## config.mk

```make
export PLATFORM = sky130hd
export DESIGN_NAME = sc_reg_shifter
export DESIGN_NICKNAME = d
export VERILOG_FILES = /design/src/rtl/sc_reg_shifter.sv
export SDC_FILE = /design/constraint.sdc
export NUM_CORES = 1
export LEC_CHECK = 0
export BUFFER_PORTS_ARGS = -buffer_cell sky130_fd_sc_hd__buf_2
export CORE_MARGIN = 2
export CORE_UTILIZATION = 50
export DETAILED_ROUTE_END_ITERATION = 8
export GPL_ROUTABILITY_DRIVEN = 0
export PLACE_DENSITY = 0.79
export SETUP_SLACK_MARGIN = 0.4
export SLEW_MARGIN = 10
export SYNTH_ARGS = -nofsm -noshare
export SYNTH_HDL_FRONTEND = slang
export SYNTH_SLANG_ARGS = --single-unit
```

## constraint.sdc

```tcl
create_clock -name SC_RegSHIFTER_CLOCK_50 -period 1.6 [get_ports SC_RegSHIFTER_CLOCK_50]
set_input_delay 0.48 -clock SC_RegSHIFTER_CLOCK_50 [delete_from_list [all_inputs] [get_ports SC_RegSHIFTER_CLOCK_50]]
set_output_delay 0.48 -clock SC_RegSHIFTER_CLOCK_50 [all_outputs]
set_load 0.05 [all_outputs]
```

## src/rtl/sc_reg_shifter.sv

```systemverilog
// sc_reg_shifter
//   Loadable multi-cycle shift register on the uDataPath bus. It captures the operand
//   bus on a Start request and shifts it N positions, one bit per falling clock edge,
//   under a start/busy/done handshake. The result stays on the output bus until the
//   next Start or reset.
//
//   Optional feature macro: SC_REGSHIFTER_ROTATE_EN
//     defined     : Mode_In = 1 selects rotate (the bit shifted out re-enters the vacated end)
//     not defined : Mode_In is ignored and every operation is a logical shift
//
// Ports
//   SC_RegSHIFTER_CLOCK_50     in   system clock, state updates on the falling edge
//   SC_RegSHIFTER_Reset_InLow  in   asynchronous reset, active-low
//   SC_RegSHIFTER_DataBUS_In   in   operand bus, loaded on Start
//   SC_RegSHIFTER_Start_In     in   start request, honoured only in IDLE
//   SC_RegSHIFTER_Amount_In    in   shift count N, latched with Start
//   SC_RegSHIFTER_Dir_In       in   0 = left, 1 = right, latched with Start
//   SC_RegSHIFTER_Mode_In      in   0 = logical, 1 = rotate (rotate build only)
//   SC_RegSHIFTER_DataBUS_Out  out  shift register contents
//   SC_RegSHIFTER_Busy_Out     out  high in SHIFT and DONE
//   SC_RegSHIFTER_Done_Out     out  one-cycle result-valid pulse
module sc_reg_shifter #(
   parameter int unsigned                 DATAWIDTH_BUS      = 32,
   parameter int unsigned                 SHIFTCOUNT_WIDTH   = 5,
   parameter logic [DATAWIDTH_BUS-1:0]    DATA_REGSHIFT_INIT = '0
) (
   input  logic                          SC_RegSHIFTER_CLOCK_50,
   input  logic                          SC_RegSHIFTER_Reset_InLow,
   input  logic [DATAWIDTH_BUS-1:0]      SC_RegSHIFTER_DataBUS_In,
   input  logic                          SC_RegSHIFTER_Start_In,
   input  logic [SHIFTCOUNT_WIDTH-1:0]   SC_RegSHIFTER_Amount_In,
   input  logic                          SC_RegSHIFTER_Dir_In,
   input  logic                          SC_RegSHIFTER_Mode_In,
   output logic [DATAWIDTH_BUS-1:0]      SC_RegSHIFTER_DataBUS_Out,
   output logic                          SC_RegSHIFTER_Busy_Out,
   output logic                          SC_RegSHIFTER_Done_Out
);

   typedef enum logic [1:0] {
      ST_IDLE  = 2'd0,
      ST_SHIFT = 2'd1,
      ST_DONE  = 2'd2
   } state_t;

   state_t                        r_state;
   logic [DATAWIDTH_BUS-1:0]      r_data;
   logic [SHIFTCOUNT_WIDTH-1:0]   r_count;
   logic                          r_dir;
   logic                          w_rotate;
   logic                          w_fill_lsb;
   logic                          w_fill_msb;
   logic [DATAWIDTH_BUS-1:0]      w_shifted;

`ifdef SC_REGSHIFTER_ROTATE_EN
   logic                          r_mode;

   assign w_rotate = r_mode;
`else
   logic                          w_unused_mode;

   assign w_unused_mode = SC_RegSHIFTER_Mode_In;
   assign w_rotate      = 1'b0;
`endif

   // Vacated end receives the bit shifted out when rotating, zero otherwise.
   always_comb begin
      w_fill_lsb = w_rotate & r_data[DATAWIDTH_BUS-1];
      w_fill_msb = w_rotate & r_data[0];
      w_shifted  = r_data;
      if (r_dir)
         w_shifted = {w_fill_msb, r_data[DATAWIDTH_BUS-1:1]};
      else
         w_shifted = {r_data[DATAWIDTH_BUS-2:0], w_fill_lsb};
   end

   always_ff @(negedge SC_RegSHIFTER_CLOCK_50 or negedge SC_RegSHIFTER_Reset_InLow) begin
      if (!SC_RegSHIFTER_Reset_InLow) begin
         r_state <= ST_IDLE;
         r_data  <= DATA_REGSHIFT_INIT;
         r_count <= '0;
         r_dir   <= 1'b0;
`ifdef SC_REGSHIFTER_ROTATE_EN
         r_mode  <= 1'b0;
`endif
      end else begin
         case (r_state)
            ST_IDLE: begin
               if (SC_RegSHIFTER_Start_In) begin
                  r_data  <= SC_RegSHIFTER_DataBUS_In;
                  r_count <= SC_RegSHIFTER_Amount_In;
                  r_dir   <= SC_RegSHIFTER_Dir_In;
`ifdef SC_REGSHIFTER_ROTATE_EN
                  r_mode  <= SC_RegSHIFTER_Mode_In;
`endif
                  r_state <= (SC_RegSHIFTER_Amount_In == '0) ? ST_DONE : ST_SHIFT;
               end
            end
            ST_SHIFT: begin
               r_data  <= w_shifted;
               r_count <= r_count - SHIFTCOUNT_WIDTH'(1);
               if (r_count == SHIFTCOUNT_WIDTH'(1))
                  r_state <= ST_DONE;
            end
            ST_DONE: begin
               r_state <= ST_IDLE;
            end
            default: begin
               r_state <= ST_IDLE;
            end
         endcase
      end
   end

   assign SC_RegSHIFTER_DataBUS_Out = r_data;
   assign SC_RegSHIFTER_Busy_Out    = (r_state != ST_IDLE);
   assign SC_RegSHIFTER_Done_Out    = (r_state == ST_DONE);

endmodule

```

# Word-level counts from Yosys, hierarchy flattened

Index checks and enable logic that the tools add are counted.
W data, S select, Z words.

Add/sub/neg operators: 1
Equal/unequal tests: 5
Mux-type cells: 9
Reduce and logical (&&, ||, !) cells: 7

Operators by type and width:

| cell                  | count |
|---|---|
| $mux W32              | 2 |
| $pmux W32 S2          | 1 |
| $pmux W5 S2           | 1 |
| $mux W2               | 3 |
| $reduce_and A2 Y1     | 3 |
| $eq A5 B1 Y1 const B  | 1 |
| $logic_not A5 Y1      | 1 |
| $mux W5               | 1 |
| $sub A5 B1 Y5 const B | 1 |
| $ne A2 B2 Y1 const B  | 2 |
| $pmux W2 S2           | 1 |
| $reduce_bool A2 Y1    | 2 |
| $eq A2 B1 Y1 const B  | 1 |
| $eq A2 B2 Y1 const B  | 1 |
| $logic_not A2 Y1      | 1 |

Register bits: 40
Input port bits: 42
Output and inout port bits: 34
Logic and storage cells: 26

# Logic depth before layout (Yosys ltp)

Gate-level depths: netlist (run 1).

Depth after elaboration: 4
Depth in mapped cells: 6
Mapped depth without buffers: 5

==> results by stage, run 1 <==
Outcome:
- The flow ran to the end, but the final reports show violations.
- The checks that failed: negative setup slack.

Critical path:
- In this run the register-to-register setup slack is 0 ps.
- At the worst endpoint, the arrival time is ~1900 ps.
- In this run the worst setup path begins at r_state[0].
- The largest driver fanout on the critical path is 3.
- The cell with the biggest individual delay on the critical path is dfrtn_1.
- The category of the critical setup timing path is reg -> out.
- The critical path goes through or2_4, buf_8.
- The critical path launch point type is a register.
- The worst reg2reg path depth is 4.
- The worst register-to-register path ends at SC_RegSHIFTER_DataBUS_Out[10].
- At the worst endpoint, the required time is approximately 1100 ps.
- The kind of end point of the critical path is an output port.
- In this run the critical register-to-register path is launched from r_state[0].
- In this design, the stage delay of the slowest critical-path cell is between 300 and 400 ps.

Yosys:
- The synthesized instance count is 200.
- The most used flip-flop cell after synthesis is dfrtn_1.
- The combinational family with the most area after synthesis is compound AO/OA/AOI/OAI gates.
- The number of distinct library cells after synthesis is 36.
- Of the total synthesized cell area, the portion taken by full adders, half adders and majority gates is 0.01112.
- The total of flip-flops plus latches after synthesis is 40.
- The netlist area before placement is ~2200 um2.
- The number of flops mapped to enable cells by yosys is 0.
- For this run, asynchronously set or reset flops after synthesis account for 1.000.
- Of all cell types, the one taking the most synthesized area is dfrtn_1.
- In the synthesized netlist, the cells that appear most often are dfrtn_1, nor2_1, mux2i_1, a221o_1, buf_6.
- Of the total synthesized cell area, the portion taken by XOR and XNOR cells is 0.
- The mean instance size in the synthesized netlist is around 11 um2.
- The share of the Yosys chip area taken by registers is 0.4449.
- In the post-synthesis netlist, the biggest area contributors are dfrtn_1, mux2i_1, a221o_1.
- The net count after synthesis is 244.
- Of the total synthesized cell area, the portion taken by AND, OR, NAND and NOR gates is 0.1101.
- Measured against the total synthesized area, the mux share comes to 0.1385.
- The share of the synthesized area in the top cell type is 0.4449.
- The library cell with the highest instance count after synthesis is dfrtn_1.
- The warning count from the yosys run is 0.
- The complex-gate fraction of the synthesized area is 0.2086.

Clock tree:
- The root buffer cell is clkbuf_8.
- The clock transition at the register clock pins on the worst setup and hold paths after CTS is about 60 ps.
- The clock passes through at most 2 buffers.
- For this design, the CTS-stage hold fixing added 0 buffers.
- TritonCTS built the clock tree.
- At the later pin of the worst-skew pair, clock insertion delay measures ~300 ps.
- The number of buffers inserted during clock tree synthesis is 5.
- The depth of the CTS H-tree is 2.
- The tree built by TritonCTS fans out to 40 sinks.

Timing:
- The clock skew after layout is between 4 and 5 ps.
- The total count of max-transition violations in the final report is 0.
- Setup repair after global routing could not meet its margin everywhere.
- The accumulated negative setup slack is -33940 ps.
- The final number of setup-violating endpoints is 74.
- At the pin with the least slew margin, the transition time is 391.7 ps.
- The worst slew margin relative to its limit is 0.7383.
- The final count of hold timing violations is 0.
- Setup slack on the critical path of the routed design comes to -770.0 ps.

Cells and area:
- The share of final-layout standard cells stronger than drive strength 1 is 0.5331.
- The number of nets in the final layout is 390.
- Compared with the post-synthesis result, the final layout area differs by 66.46%.
- The fill cell total of the finished layout is 200.
- The final non-filler cell area is between 3000 and 4000 um2.
- Across the whole layout, storage elements account for 1001 um2.
- The number of inserted diodes is 0.
- The count of cells in the finished layout, fillers not included, comes to about 400.
- The area of the multi-input gates is roughly 1100 um2.

Detailed routing:
- The detailed router placed 2318 vias in this run.
- In the routed layout, each cell is associated on average with a via count of just under 6.
- The detailed router finished its first iteration with 276 violations.
- The detail route stage leaves a number of antenna-violating nets equal to 0.
- In the final routed layout, each cell accounts on average for ~18 um.
- The iteration count of the initial detailed-routing pass is 4.
- The routed design has 7292 um of wire.
- After detailed routing, the number of remaining DRC violations is 0.

GRT:
- In the global route stage, overall resource usage came out at 0.2923.
- The initial antenna violation count is 0.
- The wire length of the first global-routing pass is roughly 12000 um.
- The remaining global-route overflow is 0.
- The number of global-route vias before repair is 2320.
- Entering global routing, the biggest net connects 21 pins.

Worst hold path:
- The sink of the worst hold path is r_count[1].
- Along the worst hold path, the cell count comes to 2.
- The source of the worst hold timing path is r_count[1].
- The classification of the worst-slack hold path is reg -> reg.

Place:
- Port buffering added 74 buffers.
- The cell area after placement is around 3000 um2.
- The HPWL after detailed placement is ~4000 um.
- The number of cells after detailed placement is 354.
- The worst slack after detailed placement is -743.4 ps.

Die:
- The number of placement rows is 24.
- The die width is between 70 and 80 um.
- The number of placed I/O pins is 76.
- In this run the standard cell core region covers around 4400 um2.
- The die span in y is between 70 and 80 um.
- The die covers a little over 5000 um2.
- For this configuration, the core starts out at a cell density of 0.5167.

Run:
- Across the run, the number of max-cap violations was 0.

Power and ir drop:
- Across the VDD grid, the largest voltage drop is 1.534 mV.
- The post-layout total power is 0.009464 W.
- For this design the static power due to leakage is 1.893 nW.
- For this design the ratio of total power to cell area is between 2000 and 3000 nW/um2.
==> state kept, by name (all words and copies together) (netlist names) <==
name and count:
SC_RegSHIFTER_DataBUS_Out 32, r_count 5, r_dir 1, r_state 2
==> logic make-up after synthesis <==
family,Yosys count
simple gates,49
compound gates,54
mux,31
buf+inv,24
flops,40
fa+ha+maj,2
==> placed cells by master, fill, tap and decap left out, types with 3 or more instances in the layout <==
cell type	n
a21oi_1	4
a21oi_2	3
a221o_1	27
buf_12	10
buf_16	3
buf_2	37
buf_4	61
buf_6	44
clkbuf_8	6
dfrtn_1	40
inv_1	6
mux2i_1	30
nand2_1	4
nor2_1	30
nor3b_1	4
o21ai_2	4
==> power breakdown <==
| group | switching, W | internal (W) |
|---|---|---|
| Combinational | 0.00351 | 0.00329 |
| Sequential | 0.000407 | 0.00153 |
| Clock | 0.000373 | 0.000353 |
| Total | 0.00429 | 0.00518 |
==> layout make-up <==
class | instances | area share
timing repair buffer | 157 | 0.3876
multi-input combinational | 136 | 0.2977
sequential | 40 | 0.2673
clock buffer | 8 | 0.02406
tap | 52 | 0.01737
inverter | 6 | 0.006014
==> routing by layer <==
metal,GRT usage,wire [um],vias to the layer above
li1,-,-,1043
met1,0.3824,2901,1126
met2,0.4870,3713,130
met4,0.1048,144,0
met3,0.05413,533,19
met5,0,0,-
==> repair_timing <==
action | CTS | global route
buffers inserted | 20 | 14
endpoints found under the setup margin | 74 | 74
gates resized for setup | 93 | 5
pin swaps | 12 | 3
cloned | 3 | 0
==> metrics by stage <==
step,hold WS [ps],utilization
2_1_floorplan,458.2,-
3_3_place_gp,488.5,0.6871
3_5_place_dp,507.6,0.6871
4_1_cts,498.6,0.8322
5_1_grt,523.8,0.8601
6_report,504.7,0.8601
==> worst max path at each step <==
stage / to / slack (ps)
after global placement: r_dir / -720
after CTS: SC_RegSHIFTER_Busy_Out / -750
after global routing: SC_RegSHIFTER_Busy_Out / -790
final: SC_RegSHIFTER_Busy_Out / -770
after detailed placement: r_dir / -740
after floorplan: SC_RegSHIFTER_Busy_Out / -580
==> worst max-delay path: cells and delay by family, from the launching register on <==
kind,cells,cell delay [ps]
buffers and inverters,1,150
DFF,1,380
and+or+nand+nor,1,250
Power figures use the tool's default switching activity.
==> run 2: changes to the inputs <==
--- a/config.mk
+++ b/config.mk
@@ -6,11 +6,14 @@
 export NUM_CORES = 1
 export LEC_CHECK = 0
 export BUFFER_PORTS_ARGS = -buffer_cell sky130_fd_sc_hd__buf_2
+export CELL_PAD_IN_SITES_DETAIL_PLACEMENT = 0
+export CELL_PAD_IN_SITES_GLOBAL_PLACEMENT = 1
 export CORE_MARGIN = 2
-export CORE_UTILIZATION = 50
+export CORE_UTILIZATION = 38
 export DETAILED_ROUTE_END_ITERATION = 8
 export GPL_ROUTABILITY_DRIVEN = 0
-export PLACE_DENSITY = 0.79
+export MAX_ROUTING_LAYER = met4
+export PLACE_DENSITY_LB_ADDON = 0.1
 export SETUP_SLACK_MARGIN = 0.4
 export SLEW_MARGIN = 10
 export SYNTH_ARGS = -nofsm -noshare
==> run 2 against run 1 <==
Net effect:
- the flow still finishes with violations (negative setup slack)
- flip-flop and latch count unchanged
- register-to-register slack worse by 80 ps
- setup slack improved by 25 ps
- sequential power fell by 2%
- largest cell class unchanged
==> results by stage, run 2 (same netlist as run 1, synthesis figures left out) <==
Die:
- The placeable core region is around 5800 um2.
- The area of the die is 6551 um2.
- The die is just over 80 um wide.
- Measured along the y axis, the die boundary spans between 80 and 90 um.
- The number of placed I/O pins is between 70 and 80.
- The effective utilization at floorplan is 0.3868.
- In this run the core area contains 28 standard-cell rows.

Timing:
- For the pin with the worst max-slew slack, the measured transition is around 300 ps.
- The worst slew margin relative to its limit is 0.8019.
- The total count of max-transition violations in the final report is 0.
- The clock skew after layout is around 4.7 ps.
- Setup repair after global routing could not meet its margin everywhere.
- The final count of hold timing violations is 0.
- The post-layout worst setup margin is -744.7 ps.
- Across all hold checks on the routed design, the worst slack comes to approximately 500 ps.
- Setup violations remaining at the end of the flow were counted as between 70 and 80.

Cells and area:
- The area added between synthesis and finish is 69.19%.
- The register with the most flip-flops in the layout has 32 of them.
- The commonest non-fill, non-tap cell in the layout is buf_4.
- The share of the core filled with cells in the final layout is 0.6545.
- The finished layout holds 420 standard cells, fillers aside.
- 0 antenna diodes ended up in the layout.
- The library cells used most frequently in the layout, excluding fill and tap cells, are buf_4, buf_6, dfrtn_1, buf_2.
- The share of final-layout standard cells stronger than drive strength 1 is 0.5333.
- The final layout contains a little under 400 nets.

Critical path:
- STA classifies the critical path endpoint as an output port.
- The maximum single-stage delay on the critical path is 360 ps.
- In this run the critical register-to-register path is captured at SC_RegSHIFTER_DataBUS_Out[18].
- The largest driver fanout on the critical path is 2.
- The cell with the biggest individual delay on the critical path is dfrtn_1.
- STA puts the critical path data required time at 1120 ps.
- The worst setup path is launched from a register.
- Walking the worst path, the cells encountered are or2_4, buf_8.
- The worst setup slack for register-to-register paths is -80 ps.
- By startpoint and endpoint, the worst setup path is classified as reg -> out.
- The data arrival time of the critical path is ~1900 ps.
- Counting cells, the worst reg-to-reg path comes to 6.
- In this run the critical register-to-register path is launched from r_state[0].

Clock tree:
- The number of hold buffers added after CTS is 0.
- The depth of the CTS H-tree is 2.
- At the later pin of the worst-skew pair, clock insertion delay measures roughly 300 ps.
- The cell sitting at the root of the clock tree is a clkbuf_8.
- The maximum buffer depth of the clock tree is 2.
- TritonCTS built the clock tree.
- The number of clock buffers added by TritonCTS is 5.
- The number of sinks on the clock net is 40.
- The clock transition at the register clock pins on the worst setup and hold paths after CTS is about 60 ps.

Place:
- Counting tap cells, the placed design contains a total of 381 instances.
- The count of buffers added on input and output ports is 74.
- The worst slack after detailed placement is -741.8 ps.
- The HPWL after detailed placement is 4390 um.

Worst hold path:
- The worst hold path was traced through 2 stages.
- In this run the worst hold path is classified as reg -> reg.
- The source of the worst hold timing path is r_count[1].
- The sink of the worst hold path is r_count[1].

Detailed routing:
- The remaining antenna violation count is 0.
- For this block, the routed nets add up to between 6000 and 7000 um of wire.
- After detailed routing, the number of vias per cell comes to slightly above 5.
- After detailed routing, the number of remaining DRC violations is 0.
- The number of DRC markers after the initial detailed-route iteration is between 100 and 150.
- The average wire per cell in the routed design is 15.17 um.
- The total number of vias is 2116.
- For this run, the detailed router's first-pass iteration total came to 4.

Power and ir drop:
- In this run the power density over the cells is around 2500 nW/um2.
- For this design the static power due to leakage is 1.901 nW.
- The peak ir drop on the vdd network is 1.347 mV.
- Overall power consumption after layout is estimated at 0.009447 W.

Outcome:
- The run finished, with violations left.
- The final reports fail on negative setup slack.

GRT:
- Entering global routing, the biggest net connects 18 pins.
- The initial antenna violation count is 0.
- The total overflow left after global routing is 0.
- The first global-routing pass estimated between 9000 and 10000 um of wire.
- The number of global-route vias before repair is 2019.
- The global-route usage over all layers is 0.2042.

Run:
- The reported max-cap violation count is 0.
==> run 2: changes by cell type in the layout (fill, tap and decap cells not counted), sizes merged <==
cell,change
clkinv,+1
buf,-2
clkbuf,-3
clkinvlp,+1
bufinv,+1
==> run 2: report_power, final <==
part           internal [W]  switching (W)  total, W
Clock              0.000462       0.000391  0.000853
Combinational       0.00333        0.00336   0.00669
Sequential          0.00153       0.000371   0.00190
==> run 2: routing by layer <==
metal  routed length [um]  share of wire  up-vias  GRT usage
met5                    0              0        -          -
met4                   61         0.0096        0    0.05085
met3                  292          0.046        6    0.03444
met2                 3178           0.50       57     0.3355
met1                 2840           0.45     1018     0.2629
li1                     -              -     1035          -
==> run 2: metrics by stage <==
stage                     cell area [um2]  TNS [ps]
after floorplan                      2290    -28760
after global placement               3050    -35820
after detailed placement             3050    -36310
after CTS                            3716    -32710
after global routing                 3806    -34710
final                                3806    -33010
==> run 2: layout make-up <==
type                            count  area (um2)
Fill cell                         489        2009
Timing Repair Buffer              155        1465
Multi-Input combinational cell    136        1112
Sequential cell                    40        1001
Tap cell                           75       93.84
Clock buffer                        5       68.82
Clock inverter                      3       42.54
Inverter                            6       22.52
==> run 2: what timing repair did <==
item                                    CTS  global route
pin swaps                                12             5
endpoints found under the setup margin   74            74
endpoints found under the hold margin     0             0
setup buffers                            20             7
gates resized for setup                  91             7
cloned                                    4             0
==> run 2: worst max path at each step <==
stage	from	endpoint	slack, ps
floorplan	r_state[0]	SC_RegSHIFTER_Busy_Out	-580
global placement	SC_RegSHIFTER_Start_In	r_dir	-730
detailed placement	SC_RegSHIFTER_Start_In	r_dir	-740
CTS	r_state[0]	SC_RegSHIFTER_Busy_Out	-780
global route	r_state[0]	SC_RegSHIFTER_Busy_Out	-770
finish	r_state[0]	SC_RegSHIFTER_Busy_Out	-740
==> run 2: worst max-delay path, delay by kind of cell (launching register included) <==
family,cells,cell delay (ps)
flops,1,360
simple gates,1,260
buf+inv,1,150
